===== src/rtl/msg_out_buffer.sv =====
// Output stage for extracted messages: FWFT FIFO with byte-length tagging,
// accept/drop statistics and sticky overflow / malformed-mask flags.
module msg_out_buffer #(
    parameter int DATA_WIDTH = 256,
    parameter int MASK_WIDTH = DATA_WIDTH / 8,
    parameter int DEPTH      = 8,
    parameter int CNT_WIDTH  = 16,
    parameter int LEN_WIDTH  = $clog2(MASK_WIDTH) + 1
) (
    input  logic                      clk,
    input  logic                      reset_n,
    input  logic                      in_valid,
    input  logic [DATA_WIDTH-1:0]     in_data,
    input  logic [MASK_WIDTH-1:0]     in_bytemask,
    output logic                      out_valid,
    input  logic                      out_ready,
    output logic [DATA_WIDTH-1:0]     out_data,
    output logic [MASK_WIDTH-1:0]     out_bytemask,
    output logic [LEN_WIDTH-1:0]      out_len,
    output logic [$clog2(DEPTH):0]    level,
    output logic                      overflow,
    output logic                      mask_err,
    output logic [CNT_WIDTH-1:0]      msg_count,
    output logic [CNT_WIDTH-1:0]      drop_count
);

    localparam int IDX_W = $clog2(DEPTH);
    localparam int PTR_W = IDX_W + 1;

    logic [DATA_WIDTH-1:0] mem_data [DEPTH];
    logic [MASK_WIDTH-1:0] mem_mask [DEPTH];
    logic [LEN_WIDTH-1:0]  mem_len  [DEPTH];

    logic [PTR_W-1:0]     wp;
    logic [PTR_W-1:0]     rp;
    logic                 empty;
    logic                 full;
    logic                 pop;
    logic                 push_ok;
    logic                 drop;
    logic                 mask_legal;
    logic [LEN_WIDTH-1:0] in_len;

    assign empty   = (wp == rp);
    assign full    = (wp[IDX_W-1:0] == rp[IDX_W-1:0]) && (wp[IDX_W] != rp[IDX_W]);
    assign level   = wp - rp;
    assign pop     = out_valid && out_ready;
    // A pop in the same cycle frees the slot, so a full FIFO can still accept.
    assign push_ok = in_valid && (!full || pop);
    assign drop    = in_valid && !push_ok;

    // Legal masks are 2^k-1: adding one clears every set bit.
    assign mask_legal = ((in_bytemask & (in_bytemask + MASK_WIDTH'(1))) == '0);

    always_comb begin
        in_len = '0;
        for (int i = 0; i < MASK_WIDTH; i++) begin
            if (in_bytemask[i]) begin
                in_len = LEN_WIDTH'(i + 1);
            end
        end
    end

    always_ff @(posedge clk) begin
        if (!reset_n) begin
            wp         <= '0;
            rp         <= '0;
            overflow   <= 1'b0;
            mask_err   <= 1'b0;
            msg_count  <= '0;
            drop_count <= '0;
        end else begin
            if (push_ok) begin
                wp        <= wp + PTR_W'(1);
                msg_count <= msg_count + CNT_WIDTH'(1);
            end
            if (pop) begin
                rp <= rp + PTR_W'(1);
            end
            if (drop) begin
                overflow <= 1'b1;
                if (drop_count != '1) begin
                    drop_count <= drop_count + CNT_WIDTH'(1);
                end
            end
            if (in_valid && !mask_legal) begin
                mask_err <= 1'b1;
            end
        end
    end

    // Storage is intentionally not reset.
    always_ff @(posedge clk) begin
        if (reset_n && push_ok) begin
            mem_data[wp[IDX_W-1:0]] <= in_data;
            mem_mask[wp[IDX_W-1:0]] <= in_bytemask;
            mem_len[wp[IDX_W-1:0]]  <= in_len;
        end
    end

    assign out_valid    = !empty;
    assign out_data     = mem_data[rp[IDX_W-1:0]];
    assign out_bytemask = mem_mask[rp[IDX_W-1:0]];
    assign out_len      = mem_len[rp[IDX_W-1:0]];

endmodule


===== config.mk =====
export PLATFORM = sky130hd
export DESIGN_NAME = msg_out_buffer
export DESIGN_NICKNAME = d
export VERILOG_FILES = /design/src/rtl/msg_out_buffer.sv
export SDC_FILE = /design/constraint.sdc
export NUM_CORES = 2
export LEC_CHECK = 0
export CORE_AREA = 2 2 331 465
export CTS_BUF_LIST = sky130_fd_sc_hd__clkbuf_16
export CTS_CLUSTER_SIZE = 40
export DETAILED_ROUTE_END_ITERATION = 10
export DIE_AREA = 0 0 333 467
export PLACE_DENSITY = 0.91
export SYNTH_ARGS = -nofsm -noshare
export SYNTH_HDL_FRONTEND = slang
export SYNTH_SLANG_ARGS = --single-unit

===== constraint.sdc =====
create_clock -name clk -period 58.4 [get_ports clk]
set_input_delay 11.68 -clock clk [delete_from_list [all_inputs] [get_ports clk]]
set_output_delay 11.68 -clock clk [all_outputs]
set_load 0.005 [all_outputs]

# Word level (Yosys, flattened, before mapping)
# Memory sizes are Yosys's and may differ from the RTL's. A register that Yosys moved wholly into a read port is not among the register bits.
# Cells that the tools add are included.
[word_totals] out_inout_bits=333 mem_count=3 rom_bits=0 reg_bits=42 ramBits=2352 in_bits=292 latch_bits=0 wordCells=73
[op_classes] div_mod_pow=0 n_reduce_logical=13 bitwise=1 magnitude_cmp=0 n_eq_ne=4 add_sub_neg=6 shifts=0 mul=0 mux=40
[memory_table] memory="mem_data" words=8 width=256 rd=1 rd_clocked_by_memory_dff=1 wr=1 line_no="30" source="logic [DATA_WIDTH-1:0] mem_data [DEPTH];"
[memory_table] memory="mem_mask" words=8 width=32 rd=1 rd_clocked_by_memory_dff=1 wr=1 line_no="31" source="logic [MASK_WIDTH-1:0] mem_mask [DEPTH];"
[memory_table] memory="mem_len" words=8 width=6 rd=1 rd_clocked_by_memory_dff=1 wr=1 line_no="32" source="logic [LEN_WIDTH-1:0] mem_len [DEPTH];"
[ops] op="$mux W6" count=31
[ops] op="$add A16 B1 Y16 const B" count=2
[ops] op="$add A32 B1 Y32 const B" count=1
[ops] op="$and A32 B32 Y32" count=1
[ops] op="$logic_not A32 Y1" count=1
[ops] op="$mux W3" count=6
[ops] op="$ne A16 B16 Y1 const B" count=1
[ops] op="$add A4 B1 Y4 const B" count=2
[ops] op="$logic_and A1 B1 Y1" count=6
[ops] op="$eq A4 B4 Y1" count=1
[ops] op="$logic_not A1 Y1" count=4
[ops] op="$sub A4 B4 Y4" count=1
[ops] op="$eq A3 B3 Y1" count=1
[ops] op="$mux W1" count=3
[ops] op="$reduce_and A2 Y1" count=1
[ops] op="$logic_or A1 B1 Y1" count=1
[ops] op="$ne A1 B1 Y1" count=1

# Longest topological paths before layout
[depth] word_depth=32 ltp_mapped=9 depth_no_buf=8

# Worst setup path after synthesis
# OpenSTA, ideal clock, no wires.
[synth_timing] path_kind="input to register" start="input out_ready" end="memory mem_data[0][0] (enable)" setup_ps=1664 path_stages=2 required_ps=56736 t_arrival_ps=39370 path_buffers=0 setup_slack_ps=17366 path_cell_list="o31ai_1 nor4_1"
[synth_between] elab_chain_len=6
[synth_rtl] element="start: declaration" line_no="16" source="input logic out_ready,"
[synth_rtl] element="$logic_and A1 B1 Y1" line_no="47" source="assign pop = out_valid && out_ready;"
[synth_rtl] element="$logic_or A1 B1 Y1" line_no="49" source="assign push_ok = in_valid && (!full || pop);"
[synth_rtl] element="$logic_and A1 B1 Y1" line_no="49"
[synth_rtl] element="$logic_and A1 B1 Y1" line_no="94" source="if (reset_n && push_ok) begin"
[synth_rtl] element="$mux W1" line_no="94"
[synth_rtl] element="$mux W1 (implied by the code)" line_no="95" source="mem_data[wp[IDX_W-1:0]] <= in_data;"
[synth_rtl] element="end: declaration" line_no="30"
# No other way between the ends.

==> metrics.md <==
| Metric | Value |
|---|---|
| Result of the run | `finished clean` |
| RR Startpoint | `wp[0]` |
| Post-synth EDFFs | `2344` |
| Placement-stage worst setup slack | `40.60 ns` |
| TritonCTS buffer count | `205` |
| Crit path arrival time | `6.81 ns` |
| Final hold viol count | `0` |
| # IOs | `625` |
| Post-synthesis area per instance | `24.2 um^2` |
| Most common cell after layout, fill and taps aside | `sky130_fd_sc_hd__edfxtp_1` |
| Post-synthesis register bit count | `2389` |
| Overall track demand over capacity in global routing | `29.0%` |
| Max_cap viols | `0` |
| Quantity of hold-fixing buffers added after cts | `0` |
| Final net count | `4759` |
| Dominant synthesized flop cell | `sky130_fd_sc_hd__edfxtp_1` |
| Effective utilization at floorplan | `59.8%` |
| Kind of critical path | `flop to primary output` |
| Cell depth of the worst flop-to-flop path | `9` |
| Cell family contributing the most delay on the critical path | `buffers and inverters` |
| Worst ir drop on vdd | `0.0000397 V` |
| Hold Worst Slack | `0.491 ns` |
| Buffers & Inverters on Critical Path | `5` |
| Leakage | `32.4 nW` |
| Core Util, Final | `70.0%` |
| Via count of the first global-routing pass | `45423` |
| Hold Path End | `overflow` |
| Critical hold path startpoint | `overflow` |
| Cell area after layout | `106000 um^2` |
| DP Wirelength | `116000 um` |
| Worst Setup Start Kind | `flop` |
| Core area | `151000 um^2` |
| Number of H-tree levels | `4` |
| Gp weighted congestion | `0.781` |
| Final instance count without filler cells | `6614` |
| Unique masters post-synth | `48` |
| Worst Hold Class | `flop to flop` |
| CP max stage delay | `0.92 ns` |
| Sum of overflow across all layers after global routing | `0` |
| Hold path depth | `1` |
| Transition at the pin with the smallest max-transition slack | `1.30 ns` |
| Sinks on the clock net | `2389` |
| Nets in the synthesized netlist | `4040` |
| Final critical path time including I/O delays and setup | `18.49 ns` |
| Post-layout power | `3.81 mW` |
| Multi-input logic area | `18300 um^2` |
| # DRC | `0` |
| Reg clk slew, reported paths | `0.06 ns` |
| Worst-case setup margin in the final layout | `39.91 ns` |
| Syn. warnings | `0` |
| Mapped Cells | `3740` |
| First-pass GRT wire length | `325000 um` |
| Maximum count of clock buffers along a single path | `3` |
| Die Area | `156000 um^2` |
| Vertical extent of the die | `467 um` |
| Iteration count of the initial detailed-routing pass | `6` |
| Signed area change from the synthesized netlist to the final layout | `16.9%` |
| Cell count after placement | `6218` |
| Reg2Reg Setup Slack | `52.57 ns` |
| Total Neg Setup Slack | `0 ns` |
| Total standard cell area after synthesis | `90400 um^2` |
| Layout Skew | `0.0570 ns` |
| Most numerous cell on the critical path | `sky130_fd_sc_hd__buf_4` |
| Clock tree from TritonCTS | `done` |
| FF+latch area | `71300 um^2` |
| Total placed instance area | `99000 um^2` |
| Total of buffers placed on input and output ports | `624` |
| Reg-to-Reg End | `mem_data[2][207]` |
| Fin. max-slew vios | `0` |
| Site Rows | `169` |
| Wire length per cell | `33.9 um` |
| Slew headroom | `13.1%` |
| Critical Path Sink Type | `primary output` |
| Antenna violations before repair | `40` |
| Total Routed Length | `224000 um` |
| Clk root buf | `sky130_fd_sc_hd__clkbuf_16` |
| Fraction of final layout cells sized beyond drive strength 1 | `26.8%` |
| Clock Latency Late Sink | `0.86 ns` |
| Count of routing violations after the opening detailed-route iteration | `5676` |
| Maximum number of pins on one net before global-route repair | `155` |
| Horizontal die dimension | `333 um` |
| Share of the clock period used by the worst path after layout | `31.7%` |
| Power per unit of standard cell area | `36.1 nW/um^2` |
| Via density per instance | `6.65` |
| Async S/R FF share, synth | `0%` |
| Max frequency | `0.0541 GHz` |
| Required time worst endpoint | `46.72 ns` |
| Slowest cell on the critical path | `sky130_fd_sc_hd__buf_4` |
| Post-CTS setup buffer count | `0` |
| Via count | `43951` |
| Highest-count cells in the layout ignoring fill and taps | `sky130_fd_sc_hd__edfxtp_1 (2344), sky130_fd_sc_hd__clkdlybuf4s50_1 (624), sky130_fd_sc_hd__mux4_2 (586)` |
| Max FO, Critical Path | `108` |
| Unrepaired setup endpoints after global routing | `false` |
| Resized cells post-CTS | `0` |
| Final setup violation count | `0` |
| Cell Chain, Critical Path | `buf_12 -> buf_4 -> buf_4 -> buf_4 -> mux4_2 -> mux2_2 -> clkdlybuf4s50_1` |
| Count of filler cells inserted in the layout | `8036` |
| Critical path depth in cells | `7` |
| Post-detailed-route count of antenna-violating nets | `0` |
| Register area share after synthesis | `78.9%` |
[Yosys cell counts, drive strengths merged (2+ instances only)]
| cell | count | share of area [%] |
|---|---|---|
| xnor2 | 20 | 0.20 |
| a21oi | 13 | 0.072 |
| clkbuf | 96 | 0.40 |
| a2111oi | 2 | 0.019 |
| o211ai | 2 | 0.017 |
| and2 | 26 | 0.18 |
| and4 | 3 | 0.029 |
| nand2b | 2 | 0.014 |
| a21boi | 13 | 0.11 |
| o31a | 3 | 0.029 |
| ha | 7 | 0.097 |
| a21o | 2 | 0.017 |
| nor2b | 5 | 0.035 |
| nor4 | 7 | 0.048 |
| nor3 | 15 | 0.083 |
| nand4 | 20 | 0.15 |
| nor2 | 30 | 0.12 |
| dfxtp | 45 | 1.0 |
| inv | 20 | 0.083 |
| o21a | 2 | 0.017 |
| a31oi | 3 | 0.021 |
| a41oi | 2 | 0.019 |
| o31ai | 4 | 0.039 |
| xor2 | 9 | 0.087 |
| mux4 | 586 | 15 |
| edfxtp | 2344 | 78 |
| nand3 | 18 | 0.11 |
| buf | 76 | 0.41 |
| or3 | 10 | 0.069 |
| o21ai | 21 | 0.12 |
| nand2 | 27 | 0.11 |
| and3 | 6 | 0.042 |
| mux2 | 293 | 3.7 |
[worst register-to-register path: stages (launching register included)]
cell                      delay (ns)
sky130_fd_sc_hd__dfxtp_1        0.46
sky130_fd_sc_hd__inv_1          0.13
sky130_fd_sc_hd__ha_1           0.35
sky130_fd_sc_hd__nand3_1        0.18
sky130_fd_sc_hd__o31a_1         0.60
sky130_fd_sc_hd__nand3_1        0.32
sky130_fd_sc_hd__nor2_4         0.85
sky130_fd_sc_hd__buf_4          0.76
sky130_fd_sc_hd__buf_4          0.81
sky130_fd_sc_hd__buf_4          0.94
[per-layer routing]
layer	up-vias	wire length (um)	global-route usage [%]	share of wire [%]
met3	500	26300	7.87	12
met2	3054	116000	49.4	52
met1	22933	74100	36.3	33
met4	48	6970	9.49	3.1
met5	-	301	0	0.13
li1	17416	-	-	-
[power by group]
group / switching, mW / internal [mW]
combinational: 0.241 / 0.293
clock: 0.628 / 0.728
sequential: 0.0151 / 1.91
[registers in the layout (all words and copies together) (netlist names), named ones only]
| register | flops |
|---|---|
| wp | 4 |
| mem_len | 48 |
| mask_err | 1 |
| overflow | 1 |
| mem_data | 2048 |
| msg_count | 16 |
| drop_count | 16 |
| mem_mask | 248 |
| rp | 4 |
[kinds of logic (layout without fill, tap and decap cells)]
| kind of cell | after synthesis | in the layout | share of synthesized area, % |
|---|---|---|---|
| simple gates | 171 | 171 | 1.02 |
| compound gates | 71 | 71 | 0.511 |
| xor+xnor | 29 | 29 | 0.289 |
| fa+ha+maj | 8 | 8 | 0.119 |
| mux | 880 | 880 | 18.3 |
| other cells | 0 | 24 | 0 |
| flops | 2389 | 2389 | 78.9 |
| buf+inv | 192 | 1076 | 0.892 |
[how the worst max path moves through the flow]
stage / startpoint / endpoint / slack (ns)
global placement: flop / out_data[230] / 40.68
finish: flop / out_data[206] / 39.91
global route: flop / out_data[213] / 39.24
detailed placement: flop / out_data[230] / 40.60
CTS: flop / out_data[230] / 39.61
floorplan: out_ready / mem_data[0][0] / 17.37
[final cells by class]
class | count | area share [%]
Clock buffer | 209 | 4.95
Clock inverter | 163 | 1.30
Tap cell | 1966 | 2.33
Sequential cell | 2389 | 67.5
Timing Repair Buffer | 684 | 6.47
Antenna cell | 24 | 0.0568
Multi-Input combinational cell | 1159 | 17.3
Inverter | 20 | 0.0711
No activity file was read; power rests on OpenSTA's default activity.
